==> config.mk <==
export PLATFORM = sky130hd
export DESIGN_NAME = muldiv_seq_flat
export DESIGN_NICKNAME = d
export VERILOG_FILES = /design/src/rtl/common_param.sv /design/src/rtl/muldiv_seq_pkg.sv /design/src/rtl/muldiv_seq_if.sv /design/src/rtl/muldiv_step.sv /design/src/rtl/muldiv_seq.sv /design/src/flat_wrapper.sv
export SDC_FILE = /design/constraint.sdc
export NUM_CORES = 1
export LEC_CHECK = 0
export CAP_MARGIN = 15
export CORE_UTILIZATION = 45
export DETAILED_ROUTE_END_ITERATION = 7
export GPL_ROUTABILITY_DRIVEN = 1
export GPL_TIMING_DRIVEN = 0
export PLACE_DENSITY = 0.82
export SYNTH_ARGS = -nofsm -noshare
export SYNTH_HDL_FRONTEND = slang
export SYNTH_SLANG_ARGS = --single-unit
==> constraint.sdc <==
create_clock -name clk -period 3.1 [get_ports clk]
set_clock_uncertainty 0.1 [all_clocks]
set_input_delay 0.31 -clock clk [delete_from_list [all_inputs] [get_ports clk]]
set_output_delay 0.31 -clock clk [all_outputs]
set_load 0.01 [all_outputs]
==> src/rtl/common_param.sv <==
// Shared MIPS encoding constants used across the core.
// R-type funct codes for the HI/LO instruction class.
package common_param;

  localparam logic [5:0] F_MFHI  = 6'h10;
  localparam logic [5:0] F_MTHI  = 6'h11;
  localparam logic [5:0] F_MFLO  = 6'h12;
  localparam logic [5:0] F_MTLO  = 6'h13;
  localparam logic [5:0] F_MULT  = 6'h18;
  localparam logic [5:0] F_MULTU = 6'h19;
  localparam logic [5:0] F_DIV   = 6'h1A;
  localparam logic [5:0] F_DIVU  = 6'h1B;

endpackage

==> src/rtl/muldiv_seq_pkg.sv <==
// Types and defaults for the multiply/divide sequencer.
// The DIV state exists only when MULDIV_DIV_EN is defined.
package muldiv_seq_pkg;

  localparam int XLEN_D = 32;

`ifdef MULDIV_DIV_EN
  typedef enum logic [1:0] {
    IDLE,
    MUL,
    DIV,
    FIX
  } state_t;
`else
  typedef enum logic [1:0] {
    IDLE,
    MUL,
    FIX
  } state_t;
`endif

endpackage

==> src/rtl/muldiv_seq_if.sv <==
// EX-side handshake bundle for the HI/LO sequencer.
// master = EX stage, slave = muldiv_seq.
interface muldiv_seq_if #(
  parameter int XLEN = muldiv_seq_pkg::XLEN_D
);

  logic            start;
  logic [5:0]      funct;
  logic [XLEN-1:0] rdata1;
  logic [XLEN-1:0] rdata2;
  logic            busy;
  logic            stall;
  logic            done;
  logic [XLEN-1:0] hi;
  logic [XLEN-1:0] lo;
  logic [XLEN-1:0] result;

  modport master (
    output start, funct, rdata1, rdata2,
    input  busy, stall, done, hi, lo, result
  );

  modport slave (
    input  start, funct, rdata1, rdata2,
    output busy, stall, done, hi, lo, result
  );

endinterface

==> src/rtl/muldiv_step.sv <==
// One radix-2 iteration: shift-add multiply or restoring divide.
// Divide path is built only with MULDIV_DIV_EN.
module muldiv_step #(
  parameter int XLEN = muldiv_seq_pkg::XLEN_D
) (
`ifdef MULDIV_DIV_EN
  input  logic              div,
`endif
  input  logic [2*XLEN-1:0] acc,
  input  logic [XLEN-1:0]   opb,
  output logic [2*XLEN-1:0] acc_n
);

  logic [XLEN:0]     sum;
  logic [2*XLEN-1:0] mul_n;
`ifdef MULDIV_DIV_EN
  logic [XLEN:0]     top;
  logic [XLEN-1:0]   diff;
  logic              ok;
`endif

  always_comb begin
    sum   = {1'b0, acc[2*XLEN-1:XLEN]}
          + ({1'b0, opb} & {(XLEN+1){acc[0]}});
    mul_n = {sum, acc[XLEN-1:1]};
    acc_n = mul_n;
`ifdef MULDIV_DIV_EN
    // top holds the shifted partial remainder with the next dividend bit
    top  = acc[2*XLEN-1:XLEN-1];
    ok   = top >= {1'b0, opb};
    diff = top[XLEN-1:0] - opb;
    if (div) begin
      acc_n = {ok ? diff : top[XLEN-1:0],
               acc[XLEN-2:0], ok};
    end
`endif
  end

endmodule

==> src/rtl/muldiv_seq.sv <==
// HI/LO owner: iterative MULT/MULTU/DIV/DIVU plus MTHI/MTLO/MFHI/MFLO.
// Define MULDIV_DIV_EN to build the divide state and datapath.
module muldiv_seq
  import muldiv_seq_pkg::*;
  import common_param::*;
#(
  parameter int XLEN = XLEN_D
) (
  input logic         clk,
  input logic         rst,
  muldiv_seq_if.slave bus
);

  localparam int CW = $clog2(XLEN) + 1;
  localparam logic [CW-1:0] LAST = CW'(XLEN - 1);

  state_t            state, state_n;
  logic [CW-1:0]     cnt;
  logic [2*XLEN-1:0] acc, acc_n;
  logic [XLEN-1:0]   opb;
  logic              neg_lo;
  logic [XLEN-1:0]   hi_q, lo_q;
  logic              done_q;
`ifdef MULDIV_DIV_EN
  logic              neg_hi;
  logic              dz;
  logic              op_div;
`endif

  logic              go, is_mul, is_div, is_sgn;
  logic              s1, s2;
  logic [XLEN-1:0]   amag, bmag;
  logic [2*XLEN-1:0] prod;
  logic [XLEN-1:0]   fix_hi, fix_lo;

  assign go     = bus.start & (state == IDLE);
  assign is_mul = (bus.funct == F_MULT) | (bus.funct == F_MULTU);
  assign is_div = (bus.funct == F_DIV) | (bus.funct == F_DIVU);
  assign is_sgn = (bus.funct == F_MULT) | (bus.funct == F_DIV);
  assign s1     = is_sgn & bus.rdata1[XLEN-1];
  assign s2     = is_sgn & bus.rdata2[XLEN-1];
  assign amag   = s1 ? -bus.rdata1 : bus.rdata1;
  assign bmag   = s2 ? -bus.rdata2 : bus.rdata2;

  muldiv_step #(.XLEN(XLEN)) u_step (
`ifdef MULDIV_DIV_EN
    .div   (op_div),
`endif
    .acc   (acc),
    .opb   (opb),
    .acc_n (acc_n)
  );

  always_comb begin
    state_n = state;
    unique case (state)
      IDLE: begin
        if (go) begin
          unique case (1'b1)
            is_mul:  state_n = MUL;
`ifdef MULDIV_DIV_EN
            is_div:  state_n = DIV;
`endif
            default: state_n = IDLE;
          endcase
        end
      end
      MUL: if (cnt == LAST) state_n = FIX;
`ifdef MULDIV_DIV_EN
      DIV: if (cnt == LAST) state_n = FIX;
`endif
      FIX:     state_n = IDLE;
      default: state_n = IDLE;
    endcase
  end

  // Magnitude result is sign-corrected here, one cycle before HI/LO update
  always_comb begin
    prod   = neg_lo ? -acc : acc;
    fix_hi = prod[2*XLEN-1:XLEN];
    fix_lo = prod[XLEN-1:0];
`ifdef MULDIV_DIV_EN
    if (op_div) begin
      fix_lo = dz ? '1
             : (neg_lo ? -acc[XLEN-1:0] : acc[XLEN-1:0]);
      fix_hi = neg_hi ? -acc[2*XLEN-1:XLEN]
             : acc[2*XLEN-1:XLEN];
    end
`endif
  end

  always_ff @(posedge clk) begin
    if (rst) begin
      state  <= IDLE;
      cnt    <= '0;
      acc    <= '0;
      opb    <= '0;
      neg_lo <= 1'b0;
      hi_q   <= '0;
      lo_q   <= '0;
      done_q <= 1'b0;
`ifdef MULDIV_DIV_EN
      neg_hi <= 1'b0;
      dz     <= 1'b0;
      op_div <= 1'b0;
`endif
    end else begin
      state  <= state_n;
      done_q <= 1'b0;
      if (go) begin
        if (bus.funct == F_MTHI) begin
          hi_q   <= bus.rdata2;
          done_q <= 1'b1;
        end
        if (bus.funct == F_MTLO) begin
          lo_q   <= bus.rdata2;
          done_q <= 1'b1;
        end
        if (is_mul) begin
          acc    <= {{XLEN{1'b0}}, bmag};
          opb    <= amag;
          neg_lo <= s1 ^ s2;
          cnt    <= '0;
`ifdef MULDIV_DIV_EN
          op_div <= 1'b0;
`endif
        end
`ifdef MULDIV_DIV_EN
        if (is_div) begin
          acc    <= {{XLEN{1'b0}}, amag};
          opb    <= bmag;
          neg_lo <= s1 ^ s2;
          neg_hi <= s1;
          dz     <= (bus.rdata2 == '0);
          op_div <= 1'b1;
          cnt    <= '0;
        end
`else
        if (is_div) done_q <= 1'b1;
`endif
      end
      if (state == MUL
`ifdef MULDIV_DIV_EN
          || state == DIV
`endif
         ) begin
        acc <= acc_n;
        cnt <= cnt + CW'(1);
      end
      if (state == FIX) begin
        hi_q   <= fix_hi;
        lo_q   <= fix_lo;
        done_q <= 1'b1;
      end
    end
  end

  assign bus.busy   = (state != IDLE);
  assign bus.stall  = bus.start & bus.busy;
  assign bus.done   = done_q;
  assign bus.hi     = hi_q;
  assign bus.lo     = lo_q;
  assign bus.result = (bus.funct == F_MFHI) ? hi_q
                    : (bus.funct == F_MFLO) ? lo_q
                    : '0;

endmodule

==> src/flat_wrapper.sv <==
// flat-port wrapper written by rule: the top's interface ports become plain ports
module muldiv_seq_flat import muldiv_seq_pkg::*; import common_param::*;
#(
  parameter int XLEN = XLEN_D
)
  (clk, rst, bus_start, bus_funct, bus_rdata1, bus_rdata2, bus_busy, bus_stall, bus_done, bus_hi, bus_lo, bus_result);
  muldiv_seq_if #(.XLEN(XLEN)) bus_i ();
  input logic clk;
  input logic rst;
  input wire logic [$bits(bus_i.start)-1:0] bus_start;
  input wire logic [$bits(bus_i.funct)-1:0] bus_funct;
  input wire logic [$bits(bus_i.rdata1)-1:0] bus_rdata1;
  input wire logic [$bits(bus_i.rdata2)-1:0] bus_rdata2;
  output wire logic [$bits(bus_i.busy)-1:0] bus_busy;
  output wire logic [$bits(bus_i.stall)-1:0] bus_stall;
  output wire logic [$bits(bus_i.done)-1:0] bus_done;
  output wire logic [$bits(bus_i.hi)-1:0] bus_hi;
  output wire logic [$bits(bus_i.lo)-1:0] bus_lo;
  output wire logic [$bits(bus_i.result)-1:0] bus_result;
  assign bus_i.start = bus_start;
  assign bus_i.funct = bus_funct;
  assign bus_i.rdata1 = bus_rdata1;
  assign bus_i.rdata2 = bus_rdata2;
  assign bus_busy = bus_i.busy;
  assign bus_stall = bus_i.stall;
  assign bus_done = bus_i.done;
  assign bus_hi = bus_i.hi;
  assign bus_lo = bus_i.lo;
  assign bus_result = bus_i.result;
  muldiv_seq #(.XLEN(XLEN)) u_core (.clk(clk), .rst(rst), .bus(bus_i));
endmodule
==> impl_metrics.py <==
metrics = {
    "clocking": {
        "cts_tree": "yes",
        "cts_buffers": 17,
        "cts_hold_buf": 0,
        "clkLatencyLatePin_ps": 460,
        "cts_root_buffer": "clkbuf_16",
        "clock-sinks": 170,
        "clk_pin_slew_ps": 80,
        "htree_levels": 4,
        "cts_max_path_buffers": 2,
    },
    "status": {
        "violations": "negative setup slack",
        "status": "finished with violations",
    },
    "timing": {
        "setup_ws_ps": -12.0,
        "tightestPinTransition_ps": 1230,
        "grt_setup_unrepaired": "yes",
        "finalSetupViolCount": 1,
        "slew_headroom_pct": 17.4,
        "slew_violations": 0,
        "fmax_mhz": 321,
        "fin_hold_ws_ps": 301,
        "min_period_over_period_pct": 100,
        "finalCriticalPeriod_ps": 3110,
        "setup_tns_ps": -12.0,
        "finalHoldViolations": 0,
    },
    "routing": {
        "drt_pre_antenna_iters": 8,
        "wl_per_cell_um": 23.3,
        "drc": 0,
        "first_iter_violations": 1585,
        "final_antenna_net_count": 0,
        "via_count": 13200,
        "vias_per_cell": 6.46,
        "wl_um": 47400,
    },
    "grt": {
        "grt_pass1_vias": 12200,
        "grt_pass1_wl_um": 69700,
        "gr-usage-all-layers_pct": 34.9,
        "antenna_found_initial": 0,
        "grt_max_degree": 17,
        "overflow": 0,
    },
    "hold_path": {
        "hp-class": "primary input to flip-flop",
        "whs_path_depth": 4,
        "min-delay-start": "bus_rdata2[2]",
        "hold_end": "u_core.acc[2]",
    },
    "finish": {
        "drive_gt1_share_pct": 8.72,
        "n_antenna_cell": 0,
        "final_area_mm2": 0.0148,
        "syn_to_final_growth_pct": 29.0,
        "nets": 1805,
    },
    "floorplan": {
        "row_count": 58,
        "core_mm2": 0.0251,
        "die_y_um": 162,
        "dieWidth_um": 162,
        "start_util_pct": 45.7,
        "io-pin-count": 172,
        "die_area_mm2": 0.0262,
    },
    "placed_design": {
        "postPlaceCellArea_mm2": 0.0136,
        "gp_congestion": 1.03,
        "io_buffer_count": 170,
        "dp_hpwl_um": 35700,
    },
    "power": {
        "power_density_mw_per_mm2": 337,
        "p_leak_nw": 5.22,
        "total_power_mw": 4.99,
        "ir_drop_mv": 0.380,
    },
    "synthesis": {
        "synth_fp_nets": 1598,
        "yosys_warnings": 0,
        "synth_ff_type": "dfxtp_1",
        "netlist_top_cells_area": "dfxtp_1 (30%), xor2_1 (6.4%), a21oi_1 (5.7%), nand2_1 (4.9%), nor2_1 (4.5%)",
        "synth_top_area_share_pct": 29.6,
        "synthArstFlopShare_pct": 0,
        "syn_avg_cell_area_um2": 7.72,
        "seq_area_frac_synth_pct": 29.6,
        "synthCells": 1488,
        "synth-edff-count": 0,
        "ys_types": 70,
        "netlist_area_mm2": 0.0115,
        "yosys.area.top_type": "dfxtp_1",
        "synth-seq-cells": 170,
    },
    "worst_setup_path": {
        "critPathLaunchType": "flip-flop",
        "end_kind": "flip-flop",
        "r2r_slack_ps": -10,
        "cp_max_fo": 8,
        "worstPathArrival_ps": 3400,
        "path_class": "flip-flop to flip-flop",
        "r2r-start": "u_core.acc[0]",
        "ff2ff_path_depth": 14,
        "r2r_end": "u_core.acc[59]",
        "required_ps": 3390,
    },
    "run": {
        "maxCapViolCount": 0,
    },
}
-- layout make-up --
class / instances / area (µm²)
clock buffers: 19 / 443
well taps: 330 / 413
multi-input cells: 1193 / 8000
plain buffers: 94 / 388
flip-flops and latches: 170 / 3410
clock inverters: 13 / 155
fillers: 2298 / 10300
inverters: 21 / 81.3
repair buffers: 198 / 1920
-- cells in the final DEF, fill, tap and decap left out, types with 30 or more instances in the layout --
master and instances:
dfxtp_1 167, o21ai_0 86, xnor2_1 51, nand2_1 149, o22ai_1 35, a21oi_1 124
nor2_1 138, mux2i_1 34, clkbuf_1 75, nor3_1 30, clkdlybuf4s50_1 170, and2_1 33
xor2_1 82, a22oi_1 64
-- Yosys cell counts, drive strengths merged, types with 3 or more instances --
| cell type | n |
|---|---|
| clkbuf | 91 |
| nor3b | 5 |
| nand3 | 17 |
| nor3 | 35 |
| a2111oi | 4 |
| o31ai | 24 |
| xnor2 | 51 |
| a31oi | 27 |
| nand2b | 13 |
| o2111ai | 3 |
| nor2b | 4 |
| nor2 | 139 |
| o311ai | 3 |
| a211oi | 25 |
| o221ai | 3 |
| o211ai | 11 |
| or4 | 21 |
| or3 | 14 |
| inv | 21 |
| ha | 36 |
| dfxtp | 170 |
| a221oi | 17 |
| mux2i | 34 |
| o31a | 4 |
| o21ai | 91 |
| or2 | 6 |
| nand3b | 5 |
| a22oi | 65 |
| nor4 | 15 |
| o22ai | 35 |
| o41ai | 13 |
| a21o | 8 |
| a32o | 3 |
| a21oi | 131 |
| nand2 | 151 |
| nand4b | 5 |
| o21a | 4 |
| a41oi | 3 |
| buf | 13 |
| nand4 | 10 |
| and3 | 20 |
| and2 | 34 |
| xor2 | 84 |
-- per-stage QoR --
stage	utilization, %	worst slack [ps]	instances
6_report	59.0	-12.0	2038
3_5_place_dp	54.3	-852	1990
2_1_floorplan	-	76.0	1488
3_3_place_gp	54.2	-1330	1988
4_1_cts	57.9	-44.5	2034
5_1_grt	59.0	-71.2	2038
-- timing repair --
item                       4_1_cts  5_1_grt
pin swaps                       20       28
setup endpoints to repair       87      103
setup buffers                   15       12
gates resized for setup         49       53
-- worst max-delay path by stage --
stage	start	to	slack, ps	cells after the start
global route	bus_funct[1]	u_core.acc[32]	-70	7
floorplan	u_core.acc[0]	u_core.acc[59]	80	13
CTS	u_core.acc[0]	u_core.acc[59]	-40	14
finish	u_core.acc[0]	u_core.acc[59]	-10	14
global placement	bus_funct[4]	u_core.bus.lo[18]	-1330	8
detailed placement	u_core.acc[0]	u_core.acc[55]	-850	13
-- critical path: stages, from the launching register on --
cell and delay, ps:
dfxtp_2 330, buf_8 140, buf_8 120, buf_6 90, and2_4 150, ha_4 130
inv_2 40, fa_2 360, nand2b_4 160, a21oi_4 150, o211ai_1 250, o311ai_4 440
o211ai_1 180, a211o_1 330, nand3_1 60
-- logic make-up (layout without fill, tap and decap cells) --
family,Yosys count,count (layout),synth area share [%]
multiplexers,34,34,2.96
buffers and inverters,125,345,4.16
flip-flops,170,170,29.6
AO/OA/AOI/OAI,488,488,27.5
XOR/XNOR,135,135,10.3
adder cells (fa/ha/maj),37,37,4.10
AND/OR/NAND/NOR,499,499,21.3
-- layer usage --
layer / vias up / GRT usage (%) / wire length [µm]
li1: 5905 / - / -
met1: 6150 / 42.6 / 17900
met2: 911 / 57.0 / 21400
met3: 193 / 7.87 / 5110
met4: 0 / 19.2 / 3030
met5: - / 0 / 0
-- report_power, final --
part / internal [mW] / total, mW / switching, mW
logic: 0.229 / 0.559 / 0.330
registers: 2.19 / 2.21 / 0.0123
clock network: 1.23 / 2.22 / 0.991
-- flip-flops by register name, summed over array words and instances (netlist names) --
name / flops
u_core.bus.lo: 32
u_core.state: 2
u_core.neg_lo: 1
u_core.acc: 64
u_core.cnt: 6
u_core.opb: 32
u_core.bus.done: 1
u_core.bus.hi: 32
No activity file was read; power rests on OpenSTA's default activity.
